<file path="src/rtl/mc_decode_if.sv">
// mc_decode_if: instruction fields in, datapath controls out.
// master drives Op/Funct/Rd/Mul; slave (the decoder) drives controls.
interface mc_decode_if #(
  parameter int ALUCTRL_W = 3
);
  logic [1:0]           Op;
  logic [5:0]           Funct;
  logic [3:0]           Rd;
  logic                 Mul;
  logic [1:0]           FlagW;
  logic                 PCS;
  logic                 NextPC;
  logic                 RegW;
  logic                 MemW;
  logic                 IRWrite;
  logic                 AdrSrc;
  logic [1:0]           ResultSrc;
  logic [1:0]           ALUSrcA;
  logic [1:0]           ALUSrcB;
  logic [1:0]           ImmSrc;
  logic [1:0]           RegSrc;
  logic [ALUCTRL_W-1:0] ALUControl;
  logic                 Retire;
  logic                 Illegal;

  modport master (
    output Op, Funct, Rd, Mul,
    input  FlagW, PCS, NextPC, RegW, MemW, IRWrite, AdrSrc,
    input  ResultSrc, ALUSrcA, ALUSrcB, ImmSrc, RegSrc,
    input  ALUControl, Retire, Illegal
  );

  modport slave (
    input  Op, Funct, Rd, Mul,
    output FlagW, PCS, NextPC, RegW, MemW, IRWrite, AdrSrc,
    output ResultSrc, ALUSrcA, ALUSrcB, ImmSrc, RegSrc,
    output ALUControl, Retire, Illegal
  );
endinterface

</file>
<file path="src/rtl/mc_decode.sv">
// mc_decode: multicycle control unit (Moore FSM + ALU decoder).
// Ports: clk, reset (sync, active high), bus (mc_decode_if.slave).
// MC_DECODE_MUL_EN enables the multi-cycle MULEX multiply state.
module mc_decode #(
  parameter int ALUCTRL_W  = 3,
  parameter int MUL_CYCLES = 4
) (
  input  logic       clk,
  input  logic       reset,
  mc_decode_if.slave bus
);

  typedef enum logic [3:0] {
    FETCH, DECODE, MEMADR, MEMRD, MEMWB, MEMWR,
    EXECR, EXECI,
`ifdef MC_DECODE_MUL_EN
    MULEX,
`endif
    ALUWB, BRANCH
  } state_t;

  state_t state;

  logic [3:0] cmd;
  logic       is_cmp;
  logic       mul_ill;

  assign cmd    = bus.Funct[4:1];
  assign is_cmp = (cmd[3:2] == 2'b10);

`ifdef MC_DECODE_MUL_EN
  localparam logic [3:0] MUL_LOAD = 4'(MUL_CYCLES - 1);
  logic [3:0] cnt;
  assign mul_ill = 1'b0;
`else
  // Without a multiplier, a MUL is flagged and executed as a plain EXECR.
  assign mul_ill = (bus.Op == 2'b00) & ~bus.Funct[5] & bus.Mul;
`endif

  always_ff @(posedge clk) begin
    if (reset) begin
      state <= FETCH;
`ifdef MC_DECODE_MUL_EN
      cnt   <= '0;
`endif
    end else begin
      case (state)
        FETCH:  state <= DECODE;
        DECODE: begin
          unique case (bus.Op)
            2'b01: state <= MEMADR;
            2'b10: state <= BRANCH;
            2'b11: state <= FETCH;
            default: begin
              if (bus.Funct[5]) begin
                state <= EXECI;
`ifdef MC_DECODE_MUL_EN
              end else if (bus.Mul) begin
                state <= MULEX;
                cnt   <= MUL_LOAD;
`endif
              end else begin
                state <= EXECR;
              end
            end
          endcase
        end
        MEMADR: state <= bus.Funct[0] ? MEMRD : MEMWR;
        MEMRD:  state <= MEMWB;
        EXECR,
        EXECI:  state <= is_cmp ? FETCH : ALUWB;
`ifdef MC_DECODE_MUL_EN
        MULEX: begin
          if (cnt == 4'd0) state <= ALUWB;
          else             cnt   <= cnt - 4'd1;
        end
`endif
        default: state <= FETCH;
      endcase
    end
  end

  logic [2:0] dec_ctl;
  logic       dec_bad;

  always_comb begin
    dec_ctl = 3'b000;
    dec_bad = 1'b0;
    unique case (1'b1)
      (cmd == 4'b0100) || (cmd == 4'b1011): dec_ctl = 3'b000;
      (cmd == 4'b0010) || (cmd == 4'b1010): dec_ctl = 3'b001;
      (cmd == 4'b0000) || (cmd == 4'b1000): dec_ctl = 3'b010;
      (cmd == 4'b1100):                     dec_ctl = 3'b011;
      (cmd == 4'b0001) || (cmd == 4'b1001): dec_ctl = 3'b100;
      (cmd == 4'b1101):                     dec_ctl = 3'b101;
      default:                              dec_bad = 1'b1;
    endcase
  end

  logic       irw, npc, regw, memw, adr;
  logic       alu_op, branch, mul_op, ill, ret;
  logic [1:0] rs, sa, sb;
  logic [2:0] ctl;

  always_comb begin
    irw    = 1'b0;
    npc    = 1'b0;
    regw   = 1'b0;
    memw   = 1'b0;
    adr    = 1'b0;
    alu_op = 1'b0;
    branch = 1'b0;
    mul_op = 1'b0;
    ill    = 1'b0;
    ret    = 1'b0;
    rs     = 2'b00;
    sa     = 2'b00;
    sb     = 2'b00;
    if (!reset) begin
      case (state)
        FETCH: begin
          irw = 1'b1;
          npc = 1'b1;
          sa  = 2'b01;
          sb  = 2'b10;
          rs  = 2'b10;
        end
        DECODE: begin
          sa  = 2'b01;
          sb  = 2'b10;
          rs  = 2'b10;
          ill = (bus.Op == 2'b11) | mul_ill;
        end
        MEMADR: sb = 2'b01;
        MEMRD:  adr = 1'b1;
        MEMWB: begin
          rs   = 2'b01;
          regw = 1'b1;
          ret  = 1'b1;
        end
        MEMWR: begin
          adr  = 1'b1;
          memw = 1'b1;
          ret  = 1'b1;
        end
        EXECR: begin
          alu_op = 1'b1;
          ret    = is_cmp;
        end
        EXECI: begin
          sb     = 2'b01;
          alu_op = 1'b1;
          ret    = is_cmp;
        end
`ifdef MC_DECODE_MUL_EN
        MULEX: mul_op = 1'b1;
`endif
        ALUWB: begin
          regw = 1'b1;
          ret  = 1'b1;
        end
        BRANCH: begin
          sb     = 2'b01;
          rs     = 2'b10;
          branch = 1'b1;
          ret    = 1'b1;
        end
        default: ;
      endcase
    end
    ctl = 3'b000;
    if (mul_op)      ctl = 3'b110;
    else if (alu_op) ctl = dec_ctl;
    // EXEC states last one cycle, so this is a single pulse.
    ill = ill | (alu_op & dec_bad);
  end

  assign bus.IRWrite    = irw;
  assign bus.NextPC     = npc;
  assign bus.RegW       = regw;
  assign bus.MemW       = memw;
  assign bus.AdrSrc     = adr;
  assign bus.ResultSrc  = rs;
  assign bus.ALUSrcA    = sa;
  assign bus.ALUSrcB    = sb;
  assign bus.ALUControl = ALUCTRL_W'(ctl);
  assign bus.Retire     = ret;
  assign bus.Illegal    = ill;
  assign bus.FlagW[1]   = alu_op & bus.Funct[0];
  assign bus.FlagW[0]   = alu_op & bus.Funct[0] & (ctl[2:1] == 2'b00);
  assign bus.PCS        = branch | (regw & (bus.Rd == 4'hF));
  assign bus.ImmSrc     = reset ? 2'b00 : bus.Op;
  assign bus.RegSrc[0]  = ~reset & (bus.Op == 2'b10);
  assign bus.RegSrc[1]  = ~reset & (bus.Op == 2'b01) & ~bus.Funct[0];

endmodule
</file>
<file path="src/flat_wrapper.sv">
// flat-port wrapper written by rule: the top's interface ports become plain ports
module mc_decode_flat 
#(
  parameter int ALUCTRL_W  = 3,
  parameter int MUL_CYCLES = 4
)
  (clk, reset, bus_Op, bus_Funct, bus_Rd, bus_Mul, bus_FlagW, bus_PCS, bus_NextPC, bus_RegW, bus_MemW, bus_IRWrite, bus_AdrSrc, bus_ResultSrc, bus_ALUSrcA, bus_ALUSrcB, bus_ImmSrc, bus_RegSrc, bus_ALUControl, bus_Retire, bus_Illegal);
  mc_decode_if #(.ALUCTRL_W(ALUCTRL_W)) bus_i ();
  input  logic clk;
  input  logic reset;
  input wire logic [$bits(bus_i.Op)-1:0] bus_Op;
  input wire logic [$bits(bus_i.Funct)-1:0] bus_Funct;
  input wire logic [$bits(bus_i.Rd)-1:0] bus_Rd;
  input wire logic [$bits(bus_i.Mul)-1:0] bus_Mul;
  output wire logic [$bits(bus_i.FlagW)-1:0] bus_FlagW;
  output wire logic [$bits(bus_i.PCS)-1:0] bus_PCS;
  output wire logic [$bits(bus_i.NextPC)-1:0] bus_NextPC;
  output wire logic [$bits(bus_i.RegW)-1:0] bus_RegW;
  output wire logic [$bits(bus_i.MemW)-1:0] bus_MemW;
  output wire logic [$bits(bus_i.IRWrite)-1:0] bus_IRWrite;
  output wire logic [$bits(bus_i.AdrSrc)-1:0] bus_AdrSrc;
  output wire logic [$bits(bus_i.ResultSrc)-1:0] bus_ResultSrc;
  output wire logic [$bits(bus_i.ALUSrcA)-1:0] bus_ALUSrcA;
  output wire logic [$bits(bus_i.ALUSrcB)-1:0] bus_ALUSrcB;
  output wire logic [$bits(bus_i.ImmSrc)-1:0] bus_ImmSrc;
  output wire logic [$bits(bus_i.RegSrc)-1:0] bus_RegSrc;
  output wire logic [$bits(bus_i.ALUControl)-1:0] bus_ALUControl;
  output wire logic [$bits(bus_i.Retire)-1:0] bus_Retire;
  output wire logic [$bits(bus_i.Illegal)-1:0] bus_Illegal;
  assign bus_i.Op = bus_Op;
  assign bus_i.Funct = bus_Funct;
  assign bus_i.Rd = bus_Rd;
  assign bus_i.Mul = bus_Mul;
  assign bus_FlagW = bus_i.FlagW;
  assign bus_PCS = bus_i.PCS;
  assign bus_NextPC = bus_i.NextPC;
  assign bus_RegW = bus_i.RegW;
  assign bus_MemW = bus_i.MemW;
  assign bus_IRWrite = bus_i.IRWrite;
  assign bus_AdrSrc = bus_i.AdrSrc;
  assign bus_ResultSrc = bus_i.ResultSrc;
  assign bus_ALUSrcA = bus_i.ALUSrcA;
  assign bus_ALUSrcB = bus_i.ALUSrcB;
  assign bus_ImmSrc = bus_i.ImmSrc;
  assign bus_RegSrc = bus_i.RegSrc;
  assign bus_ALUControl = bus_i.ALUControl;
  assign bus_Retire = bus_i.Retire;
  assign bus_Illegal = bus_i.Illegal;
  mc_decode #(.ALUCTRL_W(ALUCTRL_W), .MUL_CYCLES(MUL_CYCLES)) u_core (.clk(clk), .reset(reset), .bus(bus_i));
endmodule
</file>
<file path="config.mk">
export PLATFORM = sky130hd
export DESIGN_NAME = mc_decode_flat
export DESIGN_NICKNAME = d
export VERILOG_FILES = /design/src/rtl/mc_decode_if.sv /design/src/rtl/mc_decode.sv /design/src/flat_wrapper.sv
export SDC_FILE = /design/constraint.sdc
export NUM_CORES = 1
export LEC_CHECK = 0
export BUFFER_PORTS_ARGS = -buffer_cell sky130_fd_sc_hd__buf_2
export CAP_MARGIN = 5
export CELL_PAD_IN_SITES_DETAIL_PLACEMENT = 0
export CELL_PAD_IN_SITES_GLOBAL_PLACEMENT = 1
export CORE_MARGIN = 2
export CORE_UTILIZATION = 22
export DETAILED_ROUTE_END_ITERATION = 10
export PLACE_DENSITY_LB_ADDON = 0.05
export SYNTH_ARGS = -nofsm -noshare
export SYNTH_HDL_FRONTEND = slang
export SYNTH_SLANG_ARGS = --single-unit
</file>
<file path="constraint.sdc">
create_clock -name clk -period 1.4 [get_ports clk]
set_clock_uncertainty 0.15 [all_clocks]
set_input_delay 0.21 -clock clk [delete_from_list [all_inputs] [get_ports clk]]
set_output_delay 0.21 -clock clk [all_outputs]
set_load 0.01 [all_outputs]
</file>
==> results.md <==
* Fmax at 0.5670 GHz
* Failing checks: negative setup slack
* # rows at 17
* Family with the most delay on the worst path: simple AND/OR/NAND/NOR gates
* Drt via density at 4.669
* Maximum VDD drop at 372.8 µV
* Type of the worst min-delay path: input pin to register
* Total track usage at 14.38%
* Slowest Stage Delay on Critical Path at 0.37 ns
* Critical path data arrival time at 1.40 ns
* DR vias at 747
* IO Pins at 38
* Post-layout util at 49.49%
* Largest net degree at the start of global routing at 8
* Mapped Area at 515.5 µm²
* Post-route clock period utilization at 126.0%
* Hold Fails Final Rpt at 0
* CTS buffer count at 3
* Worst hold path startpoint: bus_Funct[5]
* Yosys warning count at 0
* Hold buffer count at cts at 0
* Initial antenna violation count at 0
* Hold EP: u_core.state[0]$_SDFF_PP0_
* Final min period at 1.764 ns
* Antenna diodes at 0
* CTS tree: done
* Syn avg cell area at 6.609 µm²
* Final setup vio count at 20
* Max H-tree Level at 1
* Fillers at 238
* Hold Crit Depth at 3
* Layout cells sized above 1 at 65.15%
* R2r endpoint: u_core.state[3]$_SDFF_PP0_
* Req. time, crit path at 1.04 ns
* Initial Util at 23.30%
* Setup crit start kind: register
* Final Max Tran Viols at 0
* Sequential area share after synthesis at 15.53%
* Vert. Die Dim at 52.41 µm
* Per-cell routed wire length at 11.59 µm
* Clk sinks at 4
* Syn nets at 93
* Crit Path Class: register to output port
* CP Capture Type: output port
* Outcome: finished with violations
* Max-Cap Viols at 0
* CTS clk-pin slew, worst paths at 0.04 ns
* RSZ-0062 raised after global routing: yes
* Yosys reg bits at 4
* Worst R2R Path Depth at 5
* RePlAce Congestion at 0.7353
* Post-synth cell types at 33
* Die area at 0.002746 mm²
* DRC violations left at 0
* Largest register by flop count: u_core.state
* Initial DRC Count at 9
* Register Area at 92.59 µm²
* First-pass GRT wire length at 2973 µm
* R2r setup slk at -0.04 ns
* Post-DP HPWL at 1434 µm
* Worst Path Max Fanout at 4
* Crit path buffers/inverters at 1
* I/O Buffers at 36
* Grt ovf at 0
* Core area at 0.002212 mm²
* Most common library cell in the layout ignoring fill and taps: buf_2
* Area post-placement at 920.9 µm²
* Worst skew pair latency at 0.23 ns
* Root buffer cell: clkbuf_4
* Vias in the first global route at 693
* Max reg flops at 4
* Most frequent cells in the layout: buf_2 (34), buf_4 (18), nor2_1 (8)
* Critical-path cell list: or3_4, a211o_1, o31ai_2, buf_2
* Fin Setup TNS at -3.843 ns
* Final wirelength at 1855 µm
* Area of the multi-input gates at 519.2 µm²
* Power density over the cells at 541.7 mW/mm²
* DR pass1 iterations at 4
* CP max-delay cell: or3_4
* Mapped Cells at 78
* Finished Cell Area at 0.001095 mm²
* Die width at 52.41 µm
* Reg-to-Reg Start: u_core.state[2]$_SDFF_PP0_
* Biggest registers after layout: u_core.state (4)
* Final nets at 149
* Longest Clk Path Bufs at 2
* Post-route ant nets at 0
* Area Overhead vs Synth at 112.4%
* P_leak at 0.4995 nW
* PnR worst setup slack at -0.3637 ns
worst register-to-register path: cells and delay by family (launching register included):
kind	cells	cell delay (ns)
and+or+nand+nor	2	0.46
AOI/OAI and AO/OA	1	0.14
buffers and inverters	2	0.27
DFF	1	0.33
worst max path at each step:
stage	start	endpoint	cells after the start
after floorplan	u_core.state[3]$_SDFF_PP0_	bus_NextPC	4
after global placement	bus_Op[0]	bus_Illegal	5
after detailed placement	bus_Op[0]	bus_Illegal	5
after CTS	u_core.state[2]$_SDFF_PP0_	bus_Illegal	4
after global routing	u_core.state[2]$_SDFF_PP0_	bus_Illegal	4
final	u_core.state[2]$_SDFF_PP0_	bus_Illegal	4
per-layer routing:
| metal | up-vias | wire length (µm) | GRT usage, % |
|---|---|---|---|
| li1 | 382 | - | - |
| met1 | 334 | 794 | 17.29 |
| met2 | 29 | 928 | 23.54 |
| met3 | 2 | 112 | 4.857 |
| met4 | 0 | 19 | 5.128 |
| met5 | - | 0 | 0 |
final cells by class:
type | count | share of cell area [%]
clock buffer | 3 | 2.057
inverter | 5 | 1.943
multi-input combinational | 60 | 47.43
sequential | 4 | 8.457
tap | 28 | 3.200
timing repair buffer | 60 | 36.91
repair_timing:
| action | CTS | global route |
|---|---|---|
| pin swaps | 9 | 5 |
| endpoints found under the setup margin | 20 | 21 |
| buffers inserted | 3 | 0 |
| resized for setup | 26 | 6 |
cells in the mapped netlist (all sizes together):
master	instances	area, µm²
a211o	1	8.760
nand3	2	10.01
nor2	11	41.29
inv	5	18.77
conb	1	3.750
o21ai	3	15.01
and3	1	6.260
o22ai	1	6.260
xor2	1	8.760
nand3b	1	7.510
clkbuf	2	7.510
nor3b	1	7.510
a21boi	1	7.510
nor4	2	12.51
xnor2	2	17.52
buf	7	42.54
dfxtp	4	80.08
nand2b	3	18.77
or4b	1	10.01
a31oi	1	6.260
o31ai	1	7.510
nor3	4	20.02
nor4bb	2	20.02
a41oi	1	8.760
nor4b	2	17.52
nand2	3	11.26
o32ai	1	8.760
or3	1	11.26
nor2b	6	37.54
a21oi	4	20.02
a32oi	1	8.760
o211ai	1	7.510
power breakdown:
part           internal (mW)  switching (mW)  total (mW)  leakage [nW]
combinational          0.172           0.146       0.318         0.450
sequential             0.122          0.0120       0.134        0.0353
clock                 0.0958          0.0455       0.141        0.0138
cells by family (layout without fill, tap and decap cells):
family | after synthesis | after routing | synth area share, %
buffers and inverters | 14 | 68 | 13.35
other | 1 | 1 | 0.7275
AND/OR/NAND/NOR | 40 | 40 | 44.91
XOR/XNOR | 3 | 3 | 5.098
AO/OA/AOI/OAI | 16 | 16 | 20.39
flip-flops | 4 | 4 | 15.53
per-stage QoR:
step,cells,worst slack (ns),hold WS [ns],total power [mW]
floorplan,78,-0.06389,0.2066,0.2781
CTS,160,-0.3806,0.1774,0.5840
global placement,154,-0.2860,0.3707,0.3975
detailed placement,154,-0.3041,0.3576,0.3969
global route,160,-0.4190,0.1604,0.6406
finish,160,-0.3637,0.1513,0.5931
Note: power is estimated with default switching activity, not from simulation.
